--- src/rtl/regfile_wb_writer.sv ---
// regfile_wb_writer: merges the ALU result (source A, no backpressure, top
// priority) and the long-latency unit result (source B, buffered in a FIFO)
// into the single registered regfile write port.
// Optional feature: define WB_BUSY_MASK_EN to add the busy_mask output that
// flags registers with a pending (buffered or staged) write.
module regfile_wb_writer #(
  parameter int DATA_WIDTH = 32,
  parameter int ADDR_WIDTH = 5,
  parameter int DEPTH      = 4
) (
  input  logic                       clk,
  input  logic                       reset,
  input  logic                       a_valid,
  input  logic [ADDR_WIDTH-1:0]      a_rd,
  input  logic [DATA_WIDTH-1:0]      a_data,
  input  logic                       b_valid,
  output logic                       b_ready,
  input  logic [ADDR_WIDTH-1:0]      b_rd,
  input  logic [DATA_WIDTH-1:0]      b_data,
  output logic                       RegWrite,
  output logic [ADDR_WIDTH-1:0]      WriteRegister,
  output logic [DATA_WIDTH-1:0]      WriterData,
  output logic [$clog2(DEPTH):0]     fifo_count
`ifdef WB_BUSY_MASK_EN
  ,
  output logic [31:0]                busy_mask
`endif
);

  localparam int PTR_W = $clog2(DEPTH);
  localparam int CNT_W = PTR_W + 1;

  logic [ADDR_WIDTH-1:0] mem_rd_q   [DEPTH];
  logic [ADDR_WIDTH-1:0] mem_rd_d   [DEPTH];
  logic [DATA_WIDTH-1:0] mem_data_q [DEPTH];
  logic [DATA_WIDTH-1:0] mem_data_d [DEPTH];
  logic [PTR_W-1:0]      wr_ptr_q, wr_ptr_d, rd_ptr_q, rd_ptr_d;
  logic [CNT_W-1:0]      count_q, count_d;
  logic                  regwrite_q, regwrite_d;
  logic [ADDR_WIDTH-1:0] wreg_q, wreg_d;
  logic [DATA_WIDTH-1:0] wdata_q, wdata_d;
  logic                  a_wr, push, pop;

  // Handshake and arbitration: A wins, FIFO drains only on A-idle cycles.
  // b_ready comes from the registered count, so a full FIFO refuses B even
  // while it pops; rd=0 B results complete the handshake but are dropped.
  always_comb begin
    b_ready = (count_q != CNT_W'(DEPTH));
    a_wr    = a_valid && (a_rd != '0);
    push    = b_valid && b_ready && (b_rd != '0);
    pop     = !a_wr && (count_q != '0);
  end

  // Next-state for FIFO storage, pointers, count and the output stage.
  always_comb begin
    mem_rd_d   = mem_rd_q;
    mem_data_d = mem_data_q;
    wr_ptr_d   = wr_ptr_q;
    rd_ptr_d   = rd_ptr_q;
    count_d    = count_q + CNT_W'(push) - CNT_W'(pop);
    regwrite_d = 1'b0;
    wreg_d     = wreg_q;
    wdata_d    = wdata_q;
    if (push) begin
      mem_rd_d[wr_ptr_q]   = b_rd;
      mem_data_d[wr_ptr_q] = b_data;
      wr_ptr_d             = wr_ptr_q + PTR_W'(1);
    end
    if (a_wr) begin
      regwrite_d = 1'b1;
      wreg_d     = a_rd;
      wdata_d    = a_data;
    end else if (pop) begin
      regwrite_d = 1'b1;
      wreg_d     = mem_rd_q[rd_ptr_q];
      wdata_d    = mem_data_q[rd_ptr_q];
      rd_ptr_d   = rd_ptr_q + PTR_W'(1);
    end
  end

  // Control and output registers; reset discards buffered and staged writes.
  always_ff @(posedge clk) begin
    if (reset) begin
      wr_ptr_q   <= '0;
      rd_ptr_q   <= '0;
      count_q    <= '0;
      regwrite_q <= 1'b0;
      wreg_q     <= '0;
      wdata_q    <= '0;
    end else begin
      wr_ptr_q   <= wr_ptr_d;
      rd_ptr_q   <= rd_ptr_d;
      count_q    <= count_d;
      regwrite_q <= regwrite_d;
      wreg_q     <= wreg_d;
      wdata_q    <= wdata_d;
    end
  end

  // FIFO payload storage; contents are don't-care outside the valid window.
  always_ff @(posedge clk) begin
    mem_rd_q   <= mem_rd_d;
    mem_data_q <= mem_data_d;
  end

  assign RegWrite      = regwrite_q;
  assign WriteRegister = wreg_q;
  assign WriterData    = wdata_q;
  assign fifo_count    = count_q;

`ifdef WB_BUSY_MASK_EN
  logic [DEPTH-1:0] ent_vld;

  // An entry is live when its distance from the read pointer is below count.
  always_comb begin
    ent_vld = '0;
    for (int e = 0; e < DEPTH; e++)
      ent_vld[e] = CNT_W'(PTR_W'(PTR_W'(e) - rd_ptr_q)) < count_q;
  end

  // Pending-write mask over buffered entries plus the staged write; x0 never set.
  always_comb begin
    busy_mask = '0;
    for (int r = 1; r < 32; r++) begin
      busy_mask[r] = regwrite_q && (wreg_q == ADDR_WIDTH'(r));
      for (int e = 0; e < DEPTH; e++)
        if (ent_vld[e] && (mem_rd_q[e] == ADDR_WIDTH'(r))) busy_mask[r] = 1'b1;
    end
  end
`endif

endmodule
--- config.mk ---
export PLATFORM = sky130hd
export DESIGN_NAME = regfile_wb_writer
export DESIGN_NICKNAME = d
export VERILOG_FILES = /design/src/rtl/regfile_wb_writer.sv
export SDC_FILE = /design/constraint.sdc
export NUM_CORES = 1
export LEC_CHECK = 0
export CAP_MARGIN = 10
export CORE_MARGIN = 5
export CORE_UTILIZATION = 59
export CTS_BUF_LIST = sky130_fd_sc_hd__clkbuf_4 sky130_fd_sc_hd__clkbuf_8
export CTS_CLUSTER_DIAMETER = 80
export DETAILED_ROUTE_END_ITERATION = 8
export GPL_ROUTABILITY_DRIVEN = 0
export PLACE_DENSITY = 0.87
export SETUP_SLACK_MARGIN = 0.4
export SLEW_MARGIN = 20
export SYNTH_ARGS = -nofsm -noshare
export SYNTH_HDL_FRONTEND = slang
export SYNTH_SLANG_ARGS = --single-unit
--- constraint.sdc ---
create_clock -name clk -period 6.4 [get_ports clk]
set_input_delay 0.64 -clock clk [delete_from_list [all_inputs] [get_ports clk]]
set_output_delay 0.64 -clock clk [all_outputs]
set_load 0.05 [all_outputs]
## After elaboration in Yosys (flattened, before gate mapping)

Index checks and enable logic that the tools add are counted.

- Bits in latches: 0
- Flip-flop bits (word level): 193
- Memories: 0
- Memory bits (read-only): 0
- Memory bits (writable): 0

- Eq/ne operators: 1
- Bitwise operators: 3
- Add/subtract/negate cells: 4
- Shift-type cells: 0
- $mul: 0
- Reductions and logical operators: 11
- Magnitude comparators: 3
- Multiplexer cells: 18
- Div/mod/pow operators: 0

Operators with widths:

| kind | count |
|---|---|
| $mux 32 | 5 |
| $bwmux 128 | 1 |
| $bmux 32 s2 | 1 |
| $demux 32 s2 | 1 |
| $mux 5 | 5 |
| $bwmux 20 | 1 |
| $bmux 5 s2 | 1 |
| $demux 5 s2 | 1 |
| $reduce_bool 5->1 | 2 |
| $ge 3x3->1 const B | 2 |
| $not 2->3 | 2 |
| $logic_and 1x1->1 | 5 |
| $add 2x1->2 const B | 2 |
| $add 3x1->3 | 1 |
| $lt 3x1->1 const B | 1 |
| $ne 3x3->1 const B | 1 |
| $reduce_bool 3->1 | 1 |
| $sub 3x1->3 | 1 |
| $mux 1 | 2 |
| $reduce_and 2->1 | 1 |
| $reduce_bool 2->1 | 1 |
| $logic_not 1->1 | 1 |
| $not 1->1 | 1 |

## Longest topological paths before layout

Gate-level depths: netlist (run 1).

- Depth after elaboration: 6
- Gate-level depth with buffers: 13
- Mapped depth without buffers: 11

## Least setup slack after synthesis (run 1)

No wires, ideal clock.

- Path kind: input to register
- Start point: in a_rd[0]
- End point: reg count_q[2] (netlist: fifo_count[2])
- Path slack: 3.391 ns
- Stages on the path: 13
- Path buffers: 2
- Data arrival time: 2.881 ns
- Cell sequence: or4_4 o21a_1 buf_2 buf_6 nor2_1 ha_1 inv_1 ha_1 inv_1 fa_1 xor2_1 xnor2_1 nor2_1

- Word-level cells in the longest chain between the ends: 5

Ends and longest elaborated chain:

| what | line | text |
|---|---|---|
| from (decl) | 14 | `input logic [ADDR_WIDTH-1:0] a_rd,` |
| $reduce_bool 5->1 | 49 | `a_wr = a_valid && (a_rd != '0);` |
| $logic_and 1x1->1 | 49 |  |
| $logic_not 1->1 | 51 | `pop = !a_wr && (count_q != '0);` |
| $logic_and 1x1->1 | 51 |  |
| $sub 3x1->3 | 60 | `count_d = count_q + CNT_W'(push) - CNT_W'(pop);` |
| to (signal assigned) | 93 | `count_q <= count_d;` |
| to (decl) | 38 | `logic [CNT_W-1:0] count_q, count_d;` |

No other way between the ends.
A chain may end at the register's enable or synchronous reset.

## Final worst setup path (run 1)

Ends and elaborated chain as after synthesis.

==> results.ini, run 1 <==
[clocking]
clkSinkCount=193
cts_hold_buf=0
cts.clk_slew.worst_paths_ns=0.09
cts.path.max_buffers=2
cts_setup_buffers=0
clock-root-buffer=clkbuf_8
cts_resized=0
tritoncts=yes
cts_buffers=17
clock_latency_ns=0.45
htreeDepth=4

[status]
status=finished clean

[synthesis]
async_flop_share_pct=0
synth_cell_type_count=32
synthesis.area_um2=7390
ys_warn_count=0
synth_edf_count=148
ys_dominant_reg_cell=edfxtp_1
syn_avg_cell_area_um2=16.5
yosysMostFrequentCell=edfxtp_1
ys_top_cells_by_count=edfxtp_1 (148), dfxtp_1 (45), nor2_1 (41), a21oi_1 (39)
yosys.area.top_type=edfxtp_1
ys_seq_area_share_pct=72.3
ys_ff_latch=193
syn-num-nets=533
netlist_top_cells_area=edfxtp_1 (60%), dfxtp_1 (12%), mux4_2 (11%)
netlist.area_leader.share_pct=60.1
synthCells=448

[worst_setup_path]
crit_buf_inv=4
rr_worst_depth=11
worstPathRequired_ns=6.71
end_kind=flip-flop
worstSetupStartpoint=a_rd[0]
critPathLaunchType=input port
path_delay_family=buffers and inverters
cp_max_fo=39
timing.rr.start=fifo_count[2]$_SDFF_PP0_
crit_type=in2reg
cp_data_arrival_time_ns=3.45
slowest_delay_ns=0.56
path_depth=13
cp_cell_sequence=clkdlybuf4s50_1 -> or4_4 -> o21a_1 -> buf_4 -> nor2_1 -> ha_1 -> inv_1 -> ha_1 -> inv_1 -> fa_1 -> xor2_1 -> xnor2_1 -> nor2_1
cp_slowest_cell=or4_4

[global_routing]
grt_util_all_layers_pct=21.8
grt_pass1_wl_um=24000
grt_pass1_vias=4585
grt_max_degree=46
overflow=0
grt_antenna_before_repair=0

[route]
drc=0
drt_iter0_markers=303
wire_per_inst_um=20.7
wl_um=15400
final_antenna_net_count=0
drt_pass1_iterations=5
via_count=4351
vias_per_cell=5.86

[placed_design]
dpl_worst_slack_ns=2.80
numPortBuffers=119
dp_hpwl_um=9390
dpl_cell_area_um2=8680

[timing]
min_period_over_period_pct=49.1
setup_slack_ns=3.26
fmax_mhz=318
clock_skew_ns=0.00993
tns_ns=0
finalSetupViolations=0
slew_violations=0
rsz0062_at_grt=false
relSlewSlack_pct=28.3
worstMarginPinSlew_ns=1.08
min_period_ns=3.14
hold_viol_final=0

[die]
ios=120
die_w_um=122
initial_core_util_pct=60.8
die_area_um2=14900
core_area_um2=12200
die_y_um=122
rows=40

[finish]
fill_cells=732
layout-drive-gt1-share_pct=15.3
fin_nets=647
diodes=0
design_area_um2=9150
syn2layout_area_growth_pct=23.8
post-route-util_pct=75.2

[power_and_ir_drop]
sw_frac_of_total_pct=31.6
power.internal_uw=2350
leakage_uw=0.00303
clkPwrFrac_pct=24.6
seq_power_share_pct=47.0
p_comb_share_pct=28.4
power_switching_uw=1080
power.density_nw_per_um2=375
ir_drop_uv=249

[min_path]
min_from=wr_ptr_q[1]$_SDFFE_PP0P_
hold_depth=2
hold_class=reg2reg

[flow_run]
maxCapViolations=0

-- tightest hold or removal path, cell delays in order (launching register included) --
cell     delay (ns)
dfxtp_1        0.35
nand2_1        0.07
a21oi_1        0.05
-- flip-flops by register name (all words and copies together), names as in the netlist --
signal / cells
wr_ptr_q: 2
mem_rd_q: 20
WriteRegister: 5
rd_ptr_q: 2
WriterData: 32
fifo_count: 3
RegWrite: 1
mem_data_q: 128
-- kinds of logic (layout without fill, tap and decap cells) --
group	after synthesis	in the layout	share of synthesized area, %
DFF	193	193	72.3
adders and majority gates	7	7	1.29
and+or+nand+nor	90	90	5.08
buffers and inverters	35	162	2.42
AOI/OAI and AO/OA	81	81	6.99
xor gates and xnor gates	3	3	0.355
muxes	39	39	11.6
-- path summary, 6_finish.rpt --
check             slack, ns                  endpoint
setup / recovery       3.26  fifo_count[2]$_SDFF_PP0_
hold / removal         0.50  wr_ptr_q[1]$_SDFFE_PP0P_
setup reg to reg       3.79  fifo_count[2]$_SDFF_PP0_
hold reg to reg        0.50  wr_ptr_q[1]$_SDFFE_PP0P_
-- per-stage QoR --
| stage | cells | power [uW] | hold slack (ns) |
|---|---|---|---|
| after floorplan | 448 | 2300 | 0.469 |
| after global placement | 710 | 2590 | 0.489 |
| after detailed placement | 710 | 2620 | 0.492 |
| after CTS | 742 | 3450 | 0.505 |
| after global routing | 743 | 3590 | 0.537 |
| final | 743 | 3430 | 0.505 |
-- metal layers --
layer	track usage [%]	vias up	wire length [um]	share of wire (%)
met1	27.4	2192	6240	41
li1	-	1971	-	-
met4	7.14	0	235	1.5
met2	38.1	168	7960	52
met3	4.46	20	944	6.1
met5	0	-	0	0
-- power by group through the flow --
stage / logic [uW] / clock network, uW / registers [uW]
floorplan: 503 / 0 / 1790
global placement: 957 / 0 / 1630
detailed placement: 975 / 0 / 1640
CTS: 981 / 856 / 1620
global route: 1050 / 908 / 1630
finish: 975 / 844 / 1610
-- cell usage in the layout, fill, tap and decap left out, types with 2 or more instances in the layout --
| master | netlist | final |
|---|---|---|
| ha_1 | 6 | 6 |
| nand2_1 | 37 | 37 |
| clkdlybuf4s50_1 | 0 | 118 |
| a211oi_1 | 35 | 35 |
| edfxtp_1 | 148 | 148 |
| or4_1 | 2 | 2 |
| bufinv_16 | 0 | 4 |
| nor2_1 | 41 | 41 |
| and2_2 | 0 | 4 |
| mux2_2 | 2 | 2 |
| inv_1 | 6 | 6 |
| clkinv_4 | 0 | 2 |
| dfxtp_1 | 45 | 43 |
| clkbuf_8 | 0 | 18 |
| a21oi_1 | 39 | 39 |
| clkinvlp_4 | 0 | 3 |
| dfxtp_2 | 0 | 2 |
| clkinv_2 | 0 | 3 |
| buf_4 | 4 | 4 |
| xnor2_1 | 2 | 2 |
| mux4_2 | 37 | 37 |
| a22oi_1 | 2 | 2 |
-- final cells by class --
class | count | area (um^2) | share of cell area, %
Clock buffer | 19 | 255 | 2.79
Clock inverter | 13 | 184 | 2.01
Inverter | 6 | 22.5 | 0.246
Multi-Input combinational cell | 220 | 1890 | 20.6
Sequential cell | 193 | 5350 | 58.4
Tap cell | 168 | 210 | 2.30
Timing Repair Buffer | 124 | 1240 | 13.6
Note: power is estimated with default switching activity, not from simulation.
==> run 2, diff against run 1 <==
--- a/config.mk
+++ b/config.mk
@@ -7,12 +7,12 @@
 export LEC_CHECK = 0
 export CAP_MARGIN = 10
 export CORE_MARGIN = 5
-export CORE_UTILIZATION = 59
+export CORE_UTILIZATION = 55
 export CTS_BUF_LIST = sky130_fd_sc_hd__clkbuf_4 sky130_fd_sc_hd__clkbuf_8
 export CTS_CLUSTER_DIAMETER = 80
 export DETAILED_ROUTE_END_ITERATION = 8
 export GPL_ROUTABILITY_DRIVEN = 0
-export PLACE_DENSITY = 0.87
+export PLACE_DENSITY = 0.82
 export SETUP_SLACK_MARGIN = 0.4
 export SLEW_MARGIN = 20
 export SYNTH_ARGS = -nofsm -noshare
==> constraint.sdc (replaced) <==
create_clock -name clk -period 3.2 [get_ports clk]
set_input_delay 0.32 -clock clk [delete_from_list [all_inputs] [get_ports clk]]
set_output_delay 0.32 -clock clk [all_outputs]
set_load 0.05 [all_outputs]
==> run 2 against run 1 <==
  * Global-route usage decreased by 1.8 points
  * Cell count increased by 1.1%
  * Routed wire length decreased by 1.2%
  * Die area increased by 6.7%
  * Critical path type unchanged
  * Critical endpoint unchanged
  * Largest power group unchanged
  * Highest routed layer is now met5
==> results.ini, run 2 (synthesized netlist as in run 1, its figures left out) <==
[status]
status=finished clean

[worst_setup_path]
crit_type=in2reg
cp_data_arrival_time_ns=2.96  ; -0.49 ns
timing.rr.start=fifo_count[1]$_SDFF_PP0_
rr_worst_depth=11  ; unchanged
worstSetupStartpoint=b_rd[3]
slowest_delay_ns=0.55  ; about the same
reg2reg_slack_ns=0.72  ; -3.07 ns
worstPathRequired_ns=3.50  ; -3.21 ns
setup.worst_path.end=fifo_count[2]$_SDFF_PP0_
regToRegEndpoint=fifo_count[2]$_SDFF_PP0_
cp_cell_sequence=clkdlybuf4s50_1 -> or4_4 -> o211a_4 -> inv_1 -> ha_1 -> inv_1 -> ha_1 -> inv_1 -> fa_1 -> xor2_1 -> xnor2_1 -> nor2_1
cp_max_fo=7  ; -82%
critPathLaunchType=input port
cp_slowest_cell=or4_4
end_kind=flip-flop
crit_top_cell=inv_1

[die]
rows=42  ; +5.0%
ios=120  ; unchanged
core_area_um2=13200  ; +8.5%
die_y_um=126  ; +3.3%
die_area_um2=15900  ; +6.7%
die_w_um=126  ; +3.3%
initial_core_util_pct=56.1  ; -4.7 points

[power_and_ir_drop]
ir_drop_uv=391  ; +57%
leakage_uw=0.00306  ; +0.99%
power.density_nw_per_um2=757  ; +100%
power_uw=6970  ; +100%

[timing]
rsz0062_at_grt=false
slew_violations=0  ; unchanged
setup_slack_ns=0.550  ; -2.71 ns
tns_ns=0  ; unchanged
min_period_ns=2.65
finalSetupViolations=0  ; unchanged
relSlewSlack_pct=33.1  ; +4.8 points
fmax_mhz=377
hold_viol_final=0  ; unchanged
min_period_over_period_pct=82.8
clock_skew_ns=0.0111  ; +0.00113 ns
worstMarginPinSlew_ns=1.00  ; -0.0716 ns

[clocking]
cts_buffers=17  ; unchanged
tritoncts=yes
clkSinkCount=193  ; unchanged
cts_hold_buf=0  ; unchanged
clock-root-buffer=clkbuf_8
htreeDepth=4  ; unchanged
cts.clk_slew.worst_paths_ns=0.09  ; about the same
cts_setup_buffers=0  ; unchanged
clock_latency_ns=0.45  ; about the same
cts.path.max_buffers=2  ; unchanged

[route]
drt_pass1_iterations=5  ; unchanged
final_antenna_net_count=0  ; unchanged
drt_iter0_markers=279  ; -7.9%
via_count=4216  ; -3.1%
vias_per_cell=5.61  ; -4.1%
drc=0  ; unchanged
wl_um=15200  ; -1.2%
wire_per_inst_um=20.2  ; -2.3%

[min_path]
hold_depth=1  ; -1
hold_class=in2reg
min_from=b_rd[0]

[finish]
fin_nets=647  ; unchanged
syn2layout_area_growth_pct=24.6
diodes=0  ; unchanged
final_cell_mix=edfxtp_1 (148), clkdlybuf4s50_1 (117), dfxtp_1 (42)
final_common_cell=edfxtp_1
largest-register=mem_data_q
design_area_um2=9210  ; +0.66%
largest_reg_flops=128  ; unchanged
layout-drive-gt1-share_pct=16.0  ; +0.70 points
post-route-util_pct=69.8  ; -5.4 points

[global_routing]
overflow=0  ; unchanged
grt_antenna_before_repair=1  ; +1
grt_pass1_wl_um=24200  ; +0.60%
grt_util_all_layers_pct=19.9  ; -1.8 points
grt_max_degree=46  ; unchanged
grt_pass1_vias=4569  ; -0.35%

[flow_run]
maxCapViolations=0  ; unchanged

[placed_design]
dpl_worst_slack_ns=-0.0466  ; -2.85 ns
numPortBuffers=119  ; unchanged
dp_hpwl_um=9640  ; +2.7%
dpl_cell_area_um2=8730  ; +0.56%

-- run 2: changes by cell type in the layout (fill, tap and decap cells not counted), moves of 2 or more --
cell	previous run	this run
clkbuf_4	1	3
clkinv_4	2	0
clkinvlp_4	3	1
buf_12	0	2
-- run 2: area by class of cell --
type,instances,area [um^2]
clock buffer,22,284
timing repair buffer,124,1250
inverter,6,22.5
clock inverter,10,180
tap,176,220
multi-input combinational,220,1900
fill,816,3980
sequential,193,5350
-- run 2: timing repair --
| action | CTS | global route |
|---|---|---|
| setup endpoints to repair | 0 | 1 |
| gates resized for setup | 0 | 3 |
| endpoints found under the hold margin | 0 | 0 |
-- run 2: per-layer routing --
layer | track usage [%] | part of all wire (%)
met4 | 5.43 | 0.91
met2 | 34.1 | 51
met5 | 0 | 0.086
met3 | 5.88 | 6.3
met1 | 25.1 | 41
-- run 2: through the flow --
step,hold WS (ns),instances
6_report,0.187,751
5_1_grt,0.201,751
4_1_cts,0.432,751
3_5_place_dp,0.516,719
3_3_place_gp,0.499,719
2_1_floorplan,0.419,448
-- run 2: worst min path at each step --
stage,slack [ns],end
finish,0.19,mem_rd_q[0]$_DFFE_PP_
global route,0.20,mem_rd_q[5]$_DFFE_PP_
CTS,0.43,WriterData[17]$_SDFFE_PP0P_
detailed placement,0.52,wr_ptr_q[1]$_SDFFE_PP0P_
global placement,0.50,wr_ptr_q[1]$_SDFFE_PP0P_
floorplan,0.42,mem_data_q[0]$_DFFE_PP_
-- run 2: report_power, final --
group	internal (uW)	switching (uW)	total, uW
clock network	996	789	1780
logic	790	1160	1950
registers	3040	187	3230
total	4830	2140	6970
-- run 2: worst max-delay path: cells and delay by family --
kind / cells / cell delay, ns
AO/OA/AOI/OAI: 1 / 0.27
XOR/XNOR: 2 / 0.33
AND/OR/NAND/NOR: 2 / 0.61
buffers and inverters: 4 / 0.67
adder cells (fa/ha/maj): 3 / 0.74
